[src/rtl/eq_pkg.sv]
// Shared constants, state encoding and band-selection helper for the equalizer
// MAC scheduler.
//   NUM_BANDS / NUM_TAPS : bands processed per sample, taps per band (power of two)
//   TAP_W / BAND_W       : index widths
//   COEF_AW              : coefficient ROM address width {band, tap}
// Optional feature macro used by the importing files: EQ_BAND_BYPASS_EN.
package eq_pkg;

  localparam int unsigned NUM_BANDS = 8;
  localparam int unsigned NUM_TAPS  = 64;
  localparam int unsigned TAP_W     = $clog2(NUM_TAPS);
  localparam int unsigned BAND_W    = $clog2(NUM_BANDS);
  localparam int unsigned COEF_AW   = BAND_W + TAP_W;

  typedef enum logic [1:0] {
    StIdle  = 2'd0,
    StWrite = 2'd1,
    StRun   = 2'd2,
    StDump  = 2'd3
  } eq_state_e;

  typedef struct packed {
    logic              found;
    logic [BAND_W-1:0] idx;
  } band_pick_t;

  // Lowest enabled band index >= from; found=0 when none remain.
  // from is one bit wider than a band index so "past the last band" is expressible.
  function automatic band_pick_t next_band(input logic [NUM_BANDS-1:0] mask,
                                           input logic [BAND_W:0]      from);
    band_pick_t pick;
    pick = '0;
    for (int i = int'(NUM_BANDS) - 1; i >= 0; i--) begin
      if (mask[i] && (i >= int'(from))) begin
        pick.found = 1'b1;
        pick.idx   = BAND_W'(i);
      end
    end
    return pick;
  endfunction

endpackage

[src/rtl/eq_dl_addr_gen.sv]
// Circular delay-line address generator.
// Holds the write pointer (wp) and the base of the sample currently being
// processed; produces the write address and the tap read address base - tap.
// Ports:
//   clk_i, rst_i  : clock, asynchronous active-high reset
//   en_i          : global advance qualifier
//   wr_stb_i      : sample is being written this cycle (latch base, advance wp)
//   tap_i         : current tap index
//   wr_addr_o     : delay-line write address (wp)
//   rd_addr_o     : delay-line read address, (base - tap) mod NUM_TAPS
module eq_dl_addr_gen
  import eq_pkg::*;
(
  input  logic             clk_i,
  input  logic             rst_i,
  input  logic             en_i,
  input  logic             wr_stb_i,
  input  logic [TAP_W-1:0] tap_i,
  output logic [TAP_W-1:0] wr_addr_o,
  output logic [TAP_W-1:0] rd_addr_o
);

  logic [TAP_W-1:0] wp_q, wp_d;
  logic [TAP_W-1:0] base_q, base_d;

  always_comb begin
    wp_d   = wp_q;
    base_d = base_q;
    if (en_i && wr_stb_i) begin
      base_d = wp_q;
      wp_d   = wp_q + 1'b1;  // TAP_W-bit wrap gives 63 -> 0
    end
  end

  always_ff @(posedge clk_i or posedge rst_i) begin
    if (rst_i) begin
      wp_q   <= '0;
      base_q <= '0;
    end else begin
      wp_q   <= wp_d;
      base_q <= base_d;
    end
  end

  assign wr_addr_o = wp_q;
  // Tap 0 is the newest sample; older taps walk backwards around the ring.
  assign rd_addr_o = base_q - tap_i;

endmodule

[src/rtl/eq_mac_scheduler.sv]
// Equalizer MAC scheduler: time-shares one MAC and one 64-entry delay line
// across all bands. Each accepted sample is written to the delay line, then
// every band sweeps all taps (one cycle per tap) followed by a one-cycle dump
// strobe of the finished accumulator.
// Ports:
//   clk, rst        : clock, asynchronous active-high reset
//   clk_enable      : global advance qualifier (nothing changes when 0)
//   sample_valid    : new sample present
//   overrun_clr     : clears the sticky overrun flag
//   band_enable     : per-band enable, only with EQ_BAND_BYPASS_EN defined
//   dl_wr_en/addr   : delay-line write strobe and address
//   dl_rd_addr      : delay-line read address for the current tap
//   coef_addr       : coefficient ROM address {band_sel, tap_index}
//   band_sel/tap_index : current band and tap
//   mac_en/mac_clear   : MAC operate / load-instead-of-accumulate
//   band_valid      : accumulator holds the final result for band_sel
//   frame_done      : all bands finished for this sample
//   busy            : not idle
//   overrun         : sticky, sample arrived while busy
// Optional feature: define EQ_BAND_BYPASS_EN to add band_enable and skip
// disabled bands entirely.
module eq_mac_scheduler
  import eq_pkg::*;
(
  input  logic               clk,
  input  logic               rst,
  input  logic               clk_enable,
  input  logic               sample_valid,
  input  logic               overrun_clr,
`ifdef EQ_BAND_BYPASS_EN
  input  logic [NUM_BANDS-1:0] band_enable,
`endif
  output logic               dl_wr_en,
  output logic [TAP_W-1:0]   dl_wr_addr,
  output logic [TAP_W-1:0]   dl_rd_addr,
  output logic [COEF_AW-1:0] coef_addr,
  output logic [BAND_W-1:0]  band_sel,
  output logic [TAP_W-1:0]   tap_index,
  output logic               mac_en,
  output logic               mac_clear,
  output logic               band_valid,
  output logic               frame_done,
  output logic               busy,
  output logic               overrun
);

  eq_state_e            state_q;
  logic [BAND_W-1:0]    band_q;
  logic [TAP_W-1:0]     tap_q;
  logic [NUM_BANDS-1:0] en_mask_q;
  logic                 dl_wr_en_q;
  logic                 mac_en_q;
  logic                 mac_clear_q;
  logic                 band_valid_q;
  logic                 frame_done_q;
  logic                 busy_q;
  logic                 overrun_q;

  logic [NUM_BANDS-1:0] wr_mask;
  band_pick_t           first_pick;
  band_pick_t           next_pick;

`ifdef EQ_BAND_BYPASS_EN
  assign wr_mask = band_enable;
`else
  assign wr_mask = '1;
`endif

  // First band of a new frame comes from the live mask (sampled in WRITE);
  // later bands come from the mask held for the frame.
  assign first_pick = next_band(wr_mask, '0);
  assign next_pick  = next_band(en_mask_q, {1'b0, band_q} + 1'b1);

  always_ff @(posedge clk or posedge rst) begin
    if (rst) begin
      state_q      <= StIdle;
      band_q       <= '0;
      tap_q        <= '0;
      en_mask_q    <= '0;
      dl_wr_en_q   <= 1'b0;
      mac_en_q     <= 1'b0;
      mac_clear_q  <= 1'b0;
      band_valid_q <= 1'b0;
      frame_done_q <= 1'b0;
      busy_q       <= 1'b0;
      overrun_q    <= 1'b0;
    end else if (clk_enable) begin
      // Pulse outputs are registered: each is set on the transition into the
      // cycle in which it must be visible.
      dl_wr_en_q   <= 1'b0;
      mac_en_q     <= 1'b0;
      mac_clear_q  <= 1'b0;
      band_valid_q <= 1'b0;
      frame_done_q <= 1'b0;

      unique case (state_q)
        StIdle: begin
          if (sample_valid) begin
            state_q    <= StWrite;
            dl_wr_en_q <= 1'b1;
            busy_q     <= 1'b1;
          end
        end
        StWrite: begin
          en_mask_q <= wr_mask;
          tap_q     <= '0;
          if (first_pick.found) begin
            state_q     <= StRun;
            band_q      <= first_pick.idx;
            mac_en_q    <= 1'b1;
            mac_clear_q <= 1'b1;
          end else begin
            // No band enabled: finish the frame straight away.
            state_q      <= StIdle;
            band_q       <= '0;
            frame_done_q <= 1'b1;
            busy_q       <= 1'b0;
          end
        end
        StRun: begin
          tap_q <= tap_q + 1'b1;
          if (tap_q == TAP_W'(NUM_TAPS - 1)) begin
            state_q      <= StDump;
            band_valid_q <= 1'b1;
            frame_done_q <= ~next_pick.found;
          end else begin
            mac_en_q <= 1'b1;
          end
        end
        StDump: begin
          if (next_pick.found) begin
            state_q     <= StRun;
            band_q      <= next_pick.idx;
            mac_en_q    <= 1'b1;
            mac_clear_q <= 1'b1;
          end else begin
            state_q <= StIdle;
            busy_q  <= 1'b0;
          end
        end
      endcase

      // Set has priority over clear.
      if (sample_valid && (state_q != StIdle)) begin
        overrun_q <= 1'b1;
      end else if (overrun_clr) begin
        overrun_q <= 1'b0;
      end
    end
  end

  eq_dl_addr_gen u_addr_gen (
    .clk_i     (clk),
    .rst_i     (rst),
    .en_i      (clk_enable),
    .wr_stb_i  (dl_wr_en_q),
    .tap_i     (tap_q),
    .wr_addr_o (dl_wr_addr),
    .rd_addr_o (dl_rd_addr)
  );

  assign dl_wr_en   = dl_wr_en_q;
  assign coef_addr  = {band_q, tap_q};
  assign band_sel   = band_q;
  assign tap_index  = tap_q;
  assign mac_en     = mac_en_q;
  assign mac_clear  = mac_clear_q;
  assign band_valid = band_valid_q;
  assign frame_done = frame_done_q;
  assign busy       = busy_q;
  assign overrun    = overrun_q;

endmodule

[config.mk]
export PLATFORM = sky130hd
export DESIGN_NAME = eq_mac_scheduler
export DESIGN_NICKNAME = d
export VERILOG_FILES = /design/src/rtl/eq_pkg.sv /design/src/rtl/eq_dl_addr_gen.sv /design/src/rtl/eq_mac_scheduler.sv
export SDC_FILE = /design/constraint.sdc
export NUM_CORES = 1
export LEC_CHECK = 0
export ABC_CLOCK_PERIOD_IN_PS = 2610
export CAP_MARGIN = 40
export CORE_ASPECT_RATIO = 0.8
export CORE_MARGIN = 4
export CORE_UTILIZATION = 30
export CTS_CLUSTER_SIZE = 30
export DETAILED_ROUTE_END_ITERATION = 16
export GPL_TIMING_DRIVEN = 1
export SYNTH_ARGS = -nofsm -noshare
export SYNTH_HDL_FRONTEND = slang
export SYNTH_HIERARCHICAL = 1
export SYNTH_SLANG_ARGS = --single-unit
[constraint.sdc]
create_clock -name clk -period 2.61 [get_ports clk]
set_clock_uncertainty 0.05 [all_clocks]
set_input_delay 0.3915 -clock clk [delete_from_list [all_inputs] [get_ports clk]]
set_output_delay 0.3915 -clock clk [all_outputs]
set_load 0.02 [all_outputs]
==> summary.txt <==
setup ws final: 168 ps
final worst path period need: 2440 ps
Pleak: 1.06 nW
worst vdd rail ir drop: 0.000295 V
Period Utilization, post-route: 93.6%
final WL: 4120 um
final hold vios: 0
Slew @ Worst Pin: 733 ps
initial core utilization: 31.4%
outcome: finished, final reports clean
power share of the combinational group: 53.5%
drt wl/cell: 13.5 um
setup repair after global routing missed its margin: no
commonest non-fill, non-tap cell in the layout: clkdlybuf4s50_1
Async SR Flop Fraction: 100%
Worst R2R Start: state_q[0]$_DFFE_PP0P_
Final GP Congestion: 0.780
Clock Tree Root: clkbuf_8
Die ar.: 0.00762 mm2
Max Fanout on Critical Path: 2
Setup crit end kind: primary output
Port Buffer Count: 41
worst-path cell chain: inv_1, ha_1, inv_1, fa_1, clkdlybuf4s50_1
final setup fails: 0
Slowest-stage cell, CP: clkdlybuf4s50_1
clock sinks: 31
syn nets: 200
largest net degree at the start of global routing: 20
Final Util: 40.6%
flop-to-flop setup slack: 740 ps
area leader, netlist: dfrtp_1
CTS Buffer Depth: 2
WS Path Type: reg -> out
layout cells sized above 1: 15.7%
Internal Power: 1.57 mW
ys flop type: dfrtp_1
Antenna Cells: 0
htree depth: 2
# DRC: 0
row cnt: 25
synthesized flop and latch total: 31
Startpoint Class: flip-flop
Area contributors post-synth: dfrtp_1, ha_1, mux2_2, buf_4, inv_1
synthesized area: 0.00188 mm2
die height: 78.9 um
Worst EP arrival: 2000 ps
clock group share of total power: 17.5%
Detail Route Antenna Nets: 0
count of cell types in the netlist: 53
Non-Filler Instances: 304
Slew Limit Fails: 0
DR vias/cell: 4.86
pre-CTS setup slack: 61.0 ps
share of total power in sequential cells: 29.0%
post-CTS setup buffer count: 0
Layout Nets: 241
first-pass GRT wire length: 6960 um
die width: 96.6 um
pwr/cell area: 1100 mW/mm2
Crit path top cell by count: inv_1
most frequent cells in the layout: clkdlybuf4s50_1, dfrtp_1, inv_1
Worst path max stage delay: 600 ps
crit path capture: dl_rd_addr[1]
cell count after synthesis: 181
Area Growth Syn to Fin: 29.4%
critical path's top delay family: buffers and inverters
Placed Area: 0.00233 mm2
Slew HR: 51.1%
CTS tree: built
Yosys top cell area share: 41.2%
clock transition at the registers of the reported paths: 70 ps
Psw: 1.12 mW
fmax: 0.409 GHz
DRT iter0 DRCs: 75
vias in the first global route: 1409
initial antenna violation count: 0
routed via count: 1477
# IOs: 42
CP startpoint: u_addr_gen/base_q[0]$_DFFE_PP0P_
YS warnings: 6
Clock Latency Late Sink: 280 ps
Congestion Overflow GR: 0
Core Box Area: 0.00601 mm2
Sw Share: 41.6%
number of fill cells in the layout: 603
drt pass-1 iters: 4
dpl cells: 296
Crit path buffers/inverters: 3
dpl hpwl: 3170 um
gr usage total: 11.5%
Req. time, crit path: 2170 ps
worst hold path class: in -> async
fin area: 0.00244 mm2
syn_area_per_cell: 10.4 um2
setup TNS: 0 ps
Num CTS Buffers: 5
R2R Path End: frame_done$_DFFE_PP0P_
R2R depth: 5
register area share after synthesis: 41.2%
max-cap violations: 0
Stages on worst setup path: 5
EDFF count, synth: 0
==> power by group through the flow <==
stage               sequential (mW)  clock [mW]  combinational (mW)
finish                        0.780       0.471                1.44
global route                  0.805       0.513                1.58
CTS                           0.782       0.485                1.46
detailed placement            0.791           0                1.50
global placement              0.790           0                1.48
floorplan                     0.874           0               0.839
==> flip-flops by register name (all words and copies together), names as in the netlist <==
register / count
band_sel: 3
band_valid: 1
busy: 1
dl_wr_en: 1
en_mask_q: 1
frame_done: 1
mac_clear: 1
mac_en: 1
overrun: 1
state_q: 2
tap_index: 6
u_addr_gen/base_q: 6
u_addr_gen/wr_addr_o: 6
==> cell families (layout without fill, tap and decap cells) <==
kind of cell    Yosys count  count (layout)  share of synthesized area, %
simple gates             46              46                          13.7
compound gates           44              44                          17.3
flops                    31              31                          41.2
buf+inv                  30              72                          9.30
fa+ha+maj                14              14                          9.69
xor+xnor                  8               8                          4.12
mux                       8               8                          4.71
==> routing by layer <==
metal | GRT usage (%) | up-vias | wire, um
met1 | 16.0 | 704 | 2130
li1 | - | 726 | -
met5 | 0 | - | 0
met3 | 2.72 | 9 | 177
met4 | 5.47 | 0 | 79
met2 | 16.7 | 38 | 1730
==> worst min path at each step <==
stage                                 from                                   to  slack [ps]  depth (start not counted)
floorplan                              rst     u_addr_gen/base_q[0]$_DFFE_PP0P_         210                          1
global placement    frame_done$_DFFE_PP0P_               frame_done$_DFFE_PP0P_         430                          1
detailed placement  frame_done$_DFFE_PP0P_               frame_done$_DFFE_PP0P_         420                          1
CTS                                    rst     u_addr_gen/base_q[0]$_DFFE_PP0P_         400                          2
global route                           rst  u_addr_gen/wr_addr_o[3]$_DFFE_PP0P_         450                          2
finish                                 rst  u_addr_gen/wr_addr_o[3]$_DFFE_PP0P_         380                          2
==> what timing repair did <==
action	4_1_cts	5_1_grt
setup endpoints to repair	3	3
hold buffers	0	0
resized for setup	3	5
==> worst reg2reg max path: cells and delay by family, from the launching register on <==
kind | cells | cell delay, ps
simple gates | 1 | 230
compound gates | 2 | 540
fa+ha+maj | 1 | 430
buf+inv | 1 | 160
flops | 1 | 410
==> per-stage QoR <==
stage	power, mW	hold slack (ps)
CTS	2.73	399
global route	2.90	452
detailed placement	2.29	424
finish	2.69	382
floorplan	1.71	206
global placement	2.27	427
==> cell usage after synthesis (all sizes together), types with 3 or more instances <==
| master | n |
|---|---|
| inv | 17 |
| dfrtp | 31 |
| xnor2 | 6 |
| buf | 12 |
| mux2 | 7 |
| nor3 | 3 |
| nor2 | 3 |
| ha | 13 |
| o21ai | 9 |
| nand2 | 15 |
| nand3 | 10 |
| a21oi | 7 |
| a21o | 6 |
==> cell type report <==
| type | instances | area [um2] | area share (%) |
|---|---|---|---|
| clock buffers | 5 | 68.8 | 2.82 |
| clock inverters | 3 | 43.8 | 1.80 |
| inverters | 17 | 63.8 | 2.62 |
| multi-input cells | 120 | 933 | 38.3 |
| flip-flops and latches | 31 | 776 | 31.8 |
| well taps | 81 | 101 | 4.16 |
| repair buffers | 47 | 452 | 18.5 |
No activity file was read; power rests on OpenSTA's default activity.
